===== src/rtl/adsr_envelope.sv =====
// ADSR envelope generator: a tick-paced level FSM scales an incoming
// waveform sample. Gate edges act immediately and take priority over tick updates.
module adsr_envelope #(
  parameter int TICK_DIV = 1000
) (
  input  logic       clk,
  input  logic       reset,
  input  logic       gate,
  input  logic [7:0] attack_step,
  input  logic [7:0] decay_step,
  input  logic [7:0] sustain_level,
  input  logic [7:0] release_step,
  input  logic [7:0] sample_in,
  output logic [7:0] sample_out,
  output logic [7:0] env_level,
  output logic [2:0] state,
  output logic       active
);

  localparam int CW = (TICK_DIV > 1) ? $clog2(TICK_DIV) : 1;

  typedef enum logic [2:0] {
    ST_IDLE    = 3'd0,
    ST_ATTACK  = 3'd1,
    ST_DECAY   = 3'd2,
    ST_SUSTAIN = 3'd3,
    ST_RELEASE = 3'd4
  } state_t;

  state_t          state_q, state_d;
  logic [7:0]      level_q, level_d;
  logic [7:0]      sample_q, sample_d;
  logic [CW-1:0]   cnt_q, cnt_d;
  logic            gate_q;
  logic            rise, fall, tick;
  logic [8:0]      attack_sum;
  logic [8:0]      decay_floor;
  logic [15:0]     product;

  assign rise = gate & ~gate_q;
  assign fall = ~gate & gate_q;
  assign tick = (cnt_q == CW'(TICK_DIV - 1));
  assign cnt_d = tick ? '0 : cnt_q + CW'(1);

  // Widened to 9 bits so the clamp tests see the true sum, never a wrapped one.
  assign attack_sum  = {1'b0, level_q} + {1'b0, attack_step};
  assign decay_floor = {1'b0, sustain_level} + {1'b0, decay_step};

  assign product  = {8'd0, sample_in} * {8'd0, level_q};
  assign sample_d = product[15:8];

  always_comb begin
    state_d = state_q;
    level_d = level_q;
    if (rise) begin
      state_d = ST_ATTACK;
    end else if (fall && (state_q == ST_ATTACK || state_q == ST_DECAY ||
                          state_q == ST_SUSTAIN)) begin
      state_d = ST_RELEASE;
    end else begin
      case (state_q)
        ST_IDLE: level_d = 8'd0;
        ST_ATTACK: if (tick) begin
          if (attack_sum >= 9'd255 || attack_step == 8'd0) begin
            level_d = 8'd255;
            state_d = ST_DECAY;
          end else begin
            level_d = attack_sum[7:0];
          end
        end
        ST_DECAY: if (tick) begin
          if ({1'b0, level_q} <= decay_floor || decay_step == 8'd0) begin
            level_d = sustain_level;
            state_d = ST_SUSTAIN;
          end else begin
            level_d = level_q - decay_step;
          end
        end
        ST_SUSTAIN: if (tick) level_d = sustain_level;
        ST_RELEASE: if (tick) begin
          if (level_q <= release_step || release_step == 8'd0) begin
            level_d = 8'd0;
            state_d = ST_IDLE;
          end else begin
            level_d = level_q - release_step;
          end
        end
        default: begin
          state_d = ST_IDLE;
          level_d = 8'd0;
        end
      endcase
    end
  end

  always_ff @(posedge clk or posedge reset) begin
    if (reset) begin
      state_q  <= ST_IDLE;
      level_q  <= 8'd0;
      sample_q <= 8'd0;
      cnt_q    <= '0;
      gate_q   <= 1'b0;
    end else begin
      state_q  <= state_d;
      level_q  <= level_d;
      sample_q <= sample_d;
      cnt_q    <= cnt_d;
      gate_q   <= gate;
    end
  end

  assign sample_out = sample_q;
  assign env_level  = level_q;
  assign state      = state_q;
  assign active     = (state_q != ST_IDLE);

endmodule


===== config.mk =====
export PLATFORM = sky130hd
export DESIGN_NAME = adsr_envelope
export DESIGN_NICKNAME = d
export VERILOG_FILES = /design/src/rtl/adsr_envelope.sv
export SDC_FILE = /design/constraint.sdc
export NUM_CORES = 1
export LEC_CHECK = 0
export BUFFER_PORTS_ARGS = -buffer_cell sky130_fd_sc_hd__buf_2
export CAP_MARGIN = 20
export CELL_PAD_IN_SITES_DETAIL_PLACEMENT = 0
export CELL_PAD_IN_SITES_GLOBAL_PLACEMENT = 1
export CORE_UTILIZATION = 40
export DETAILED_ROUTE_END_ITERATION = 7
export PLACE_DENSITY = 0.84
export SKIP_CTS_REPAIR_TIMING = 1
export SLEW_MARGIN = 20
export SYNTH_ARGS = -nofsm -noshare
export SYNTH_HDL_FRONTEND = slang
export SYNTH_SLANG_ARGS = --single-unit

===== constraint.sdc =====
create_clock -name clk -period 5.8 [get_ports clk]
set_input_delay 0.87 -clock clk [delete_from_list [all_inputs] [get_ports clk]]
set_output_delay 0.87 -clock clk [all_outputs]
set_load 0.005 [all_outputs]

==> impl_results.md <==
- Status: finished with violations
- Violated checks: DRC
- Die Ht: 112 µm
- Post-synthesis simple-gate area fraction: 20.1%
- Area delta synth->final: 13.5%
- Wire per inst: 15.6 µm
- Slowest CP cell: fa_1
- Largest family of logic cells by synthesized area: adder cells
- Synth warnings: 0
- Worst-Skew Late Latency: ~0.28 ns
- Tcrit/Tclk final: 87.4%
- RR Startpoint: env_level[2]
- RSZ-0062 raised after global routing: no
- Synth area leader: ha_1
- Slew margin rel.: between 50% and 60%
- Syn_nets: 707
- Vias: between 4k and 5k
- Hold path cells: 1
- First-pass GRT wire length: 20400 µm
- Initial antenna violation count: 0
- Worst-path clk slew: 0.05 ns
- Hold Crit Class: reg2reg
- Max Cap Viol: 0
- Fillers: 1101
- Most frequent cell on the critical path: fa_1
- Largest cells by area after synthesis: ha_1 (19%), fa_1 (16%), dfrtp_1 (15%)
- Pleak: 2.93 nW
- R2r endpoint: sample_out[6]
- Cell count after synthesis: 552
- Count of non-filler cells in the finished layout: about 770
- Clock share of power: 34.0%
- Worst vdd ir: 0.0000982 V
- Nets@finish: just under 800
- Die area: between 10000 and 15000 µm²
- CTS Buf Count: 5
- Ys flop type: dfrtp_1
- DRC viols: 1
- Longest Clk Path Bufs: 2
- Site row count: 39
- Top-area cell type share of the netlist area: around a fifth
- Sw power: 0.278 mW
- Crit path DAT: 5.27 ns
- Critical path class: in2reg
- Dpl cells: 757
- Largest net degree at the start of global routing: 31
- Placer's final routability congestion estimate: around 0.89
- Pwr/cell area: 142 nW/µm²
- Vias in the first global route: approximately 4.3k
- Total power: 0.785 mW
- Die W: 112 µm
- Final worst path period need: 5.07 ns
- Required time of the critical path: ~6.0 ns
- Max-slew violation count: 0
- Fmax: 197 MHz
- Internal power: approximately 0.51 mW
- Worst Hold Path EP: cnt_q[0]
- Post-synth ARST share: 100%
- Hold Crit Start: cnt_q[0]
- Gr ovfl total: 0
- DRT Wirelength: 12000 µm
- Iter 0 DRT Violations: around 220
- Sequential group share of total power: 31.4%
- # diodes: 0
- Share of layout cells above drive strength 1: between 10% and 20%
- Core area: approximately 12000 µm²
- CP cell instances: buf_2, and2_1, fa_1, inv_1, fa_1, inv_1, fa_1, fa_1, ha_1, a2111oi_0, o21ai_0, a41oi_1, o21ai_0, o21a_1, nor2_1, xnor2_1
- Syn avg cell area: 8.82 µm²
- Adder-cell share of the synthesized area: 34.8%
- Clock Root Buffer: clkbuf_16
- Xor and xnor area share after synthesis: 5.93%
- Logic pwr share: 34.6%
- Setup TNS: 0 ns
- Final hold violations: 0
- Worst Path Max Fanout: 8
- Compound-Gate Fraction of Synth Area: 16.9%
- IO Port Bufs: between 60 and 70
- Clk sink count: 30
- Htree depth: 2
- Worst Tran Pin Value: 0.737 ns
- All-Layer GR Usage: 20.1%
- Synthesized cell area: slightly below 5000 µm²
- I/O pins: 63
- Clock skew: between 0.005 and 0.006 ns
- Critical Path Max Stage Delay: around 0.53 ns
- Switching Share: 35.4%
- Synth Register Bits: 30
- Initial Util: 41.8%
- Number of setup violations in the final report: 0
- Worst Setup Start Kind: input pin
- FF-to-FF setup slack: 0.81 ns
- Post-synthesis sequential area ratio: 15.4%
- Synth cell types: 59
- CTS tree: yes
- Reg2Reg Depth: 15
- Antenna Nets Post-Route: 0
- Mux cell area share after synthesis: 0.411%
- Drt first pass iters: 8
- DP HPWL: 9670 µm
- EDFF count, synth: 0
- Via density: 5.48
- Critical path capture point type: flop
[cell type report]
type | count | area [µm²] | share of cell area [%]
multi-input combinational | 440 | 3800 | 68.8
sequential | 30 | 751 | 13.6
timing repair buffer | 69 | 363 | 6.56
inverter | 75 | 282 | 5.09
tap | 143 | 179 | 3.24
clock buffer | 6 | 139 | 2.51
clock inverter | 2 | 12.5 | 0.226
[placed cells by master, fill, tap and decap left out, types with 8 or more instances in the layout]
cell and n:
fa_1 39, ha_1 73, xor2_1 9, nor3_1 10, a21o_1 8, nand3_1 9
inv_1 75, nor4_1 9, and2_1 54, o21a_1 8, a21oi_1 24, nand4_1 8
nor2_1 26, nand2_1 28, o21ai_0 22, nor2b_1 9, dfrtp_1 30, buf_2 62
xnor2_1 24
[metal layers]
layer	up-vias	share of wire, %	GRT usage (%)
li1	2067	-	-
met1	2020	47	27.0
met2	95	47	34.8
met3	11	3.8	1.67
met4	0	1.5	5.78
met5	-	0	0
[sequential cells by signal, indices dropped and copies added, names as in the netlist]
register	flops
env_level	8
sample_out	8
state	3
cnt_q	10
gate_q	1
[Yosys cell counts, drive strengths merged, types with 2 or more instances]
cell type,count
buf,3
and3,3
inv,75
nor2,26
a31oi,3
a221oi,3
o31a,2
nor3,10
or3,4
or2,6
xor2,9
mux2i,2
fa,39
o311a,2
xnor2,24
o211ai,4
a211oi,5
nand2,28
a21o,8
dfrtp,30
and2,54
nand4,8
nor2b,10
nand2b,5
a222oi,5
clkbuf,4
nand3,9
a21oi,25
nor4,10
a2bb2oi,2
o21ai,23
o21a,8
a41oi,2
o21bai,4
o221ai,4
o31ai,6
ha,73
o22ai,4
[metrics by stage]
step | instance area [µm²] | util [%] | hold WS [ns] | worst slack, ns
after floorplan | 4870 | - | 0.445 | 0.954
after global placement | 5380 | 46.1 | 0.474 | 0.536
after detailed placement | 5380 | 46.1 | 0.478 | 0.388
after CTS | 5530 | 47.4 | 0.488 | 0.683
after global routing | 5530 | 47.4 | 0.524 | 0.407
final | 5530 | 47.4 | 0.488 | 0.730
[worst max-delay path: cells and delay by family]
kind | cells | cell delay [ns]
xor+xnor | 1 | 0.14
simple gates | 2 | 0.30
fa+ha+maj | 5 | 2.23
compound gates | 5 | 1.47
buf+inv | 3 | 0.25
[worst max-delay path by stage]
stage	startpoint	endpoint	slack, ns	cells after the start
final	sample_in[3]	sample_out[6]	0.73	16
after global routing	sample_in[3]	sample_out[6]	0.41	16
after CTS	sample_in[3]	sample_out[6]	0.68	16
after detailed placement	sample_in[3]	sample_out[6]	0.39	16
after global placement	sample_in[3]	sample_out[7]	0.54	16
after floorplan	sample_in[3]	sample_out[7]	0.95	15
[power groups by stage]
stage               clock network, mW  registers [mW]  logic [mW]
detailed placement                  0           0.251       0.268
global placement                    0           0.250       0.265
CTS                             0.273           0.247       0.270
floorplan                           0           0.229       0.208
global route                    0.282           0.250       0.306
finish                          0.267           0.246       0.272
[logic make-up (layout without fill, tap and decap cells)]
logic type	after synthesis	after routing
buf+inv	82	152
simple gates	177	177
mux	2	2
flops	30	30
xor+xnor	33	33
fa+ha+maj	112	112
compound gates	116	116
(Power assumes the default switching activity.)
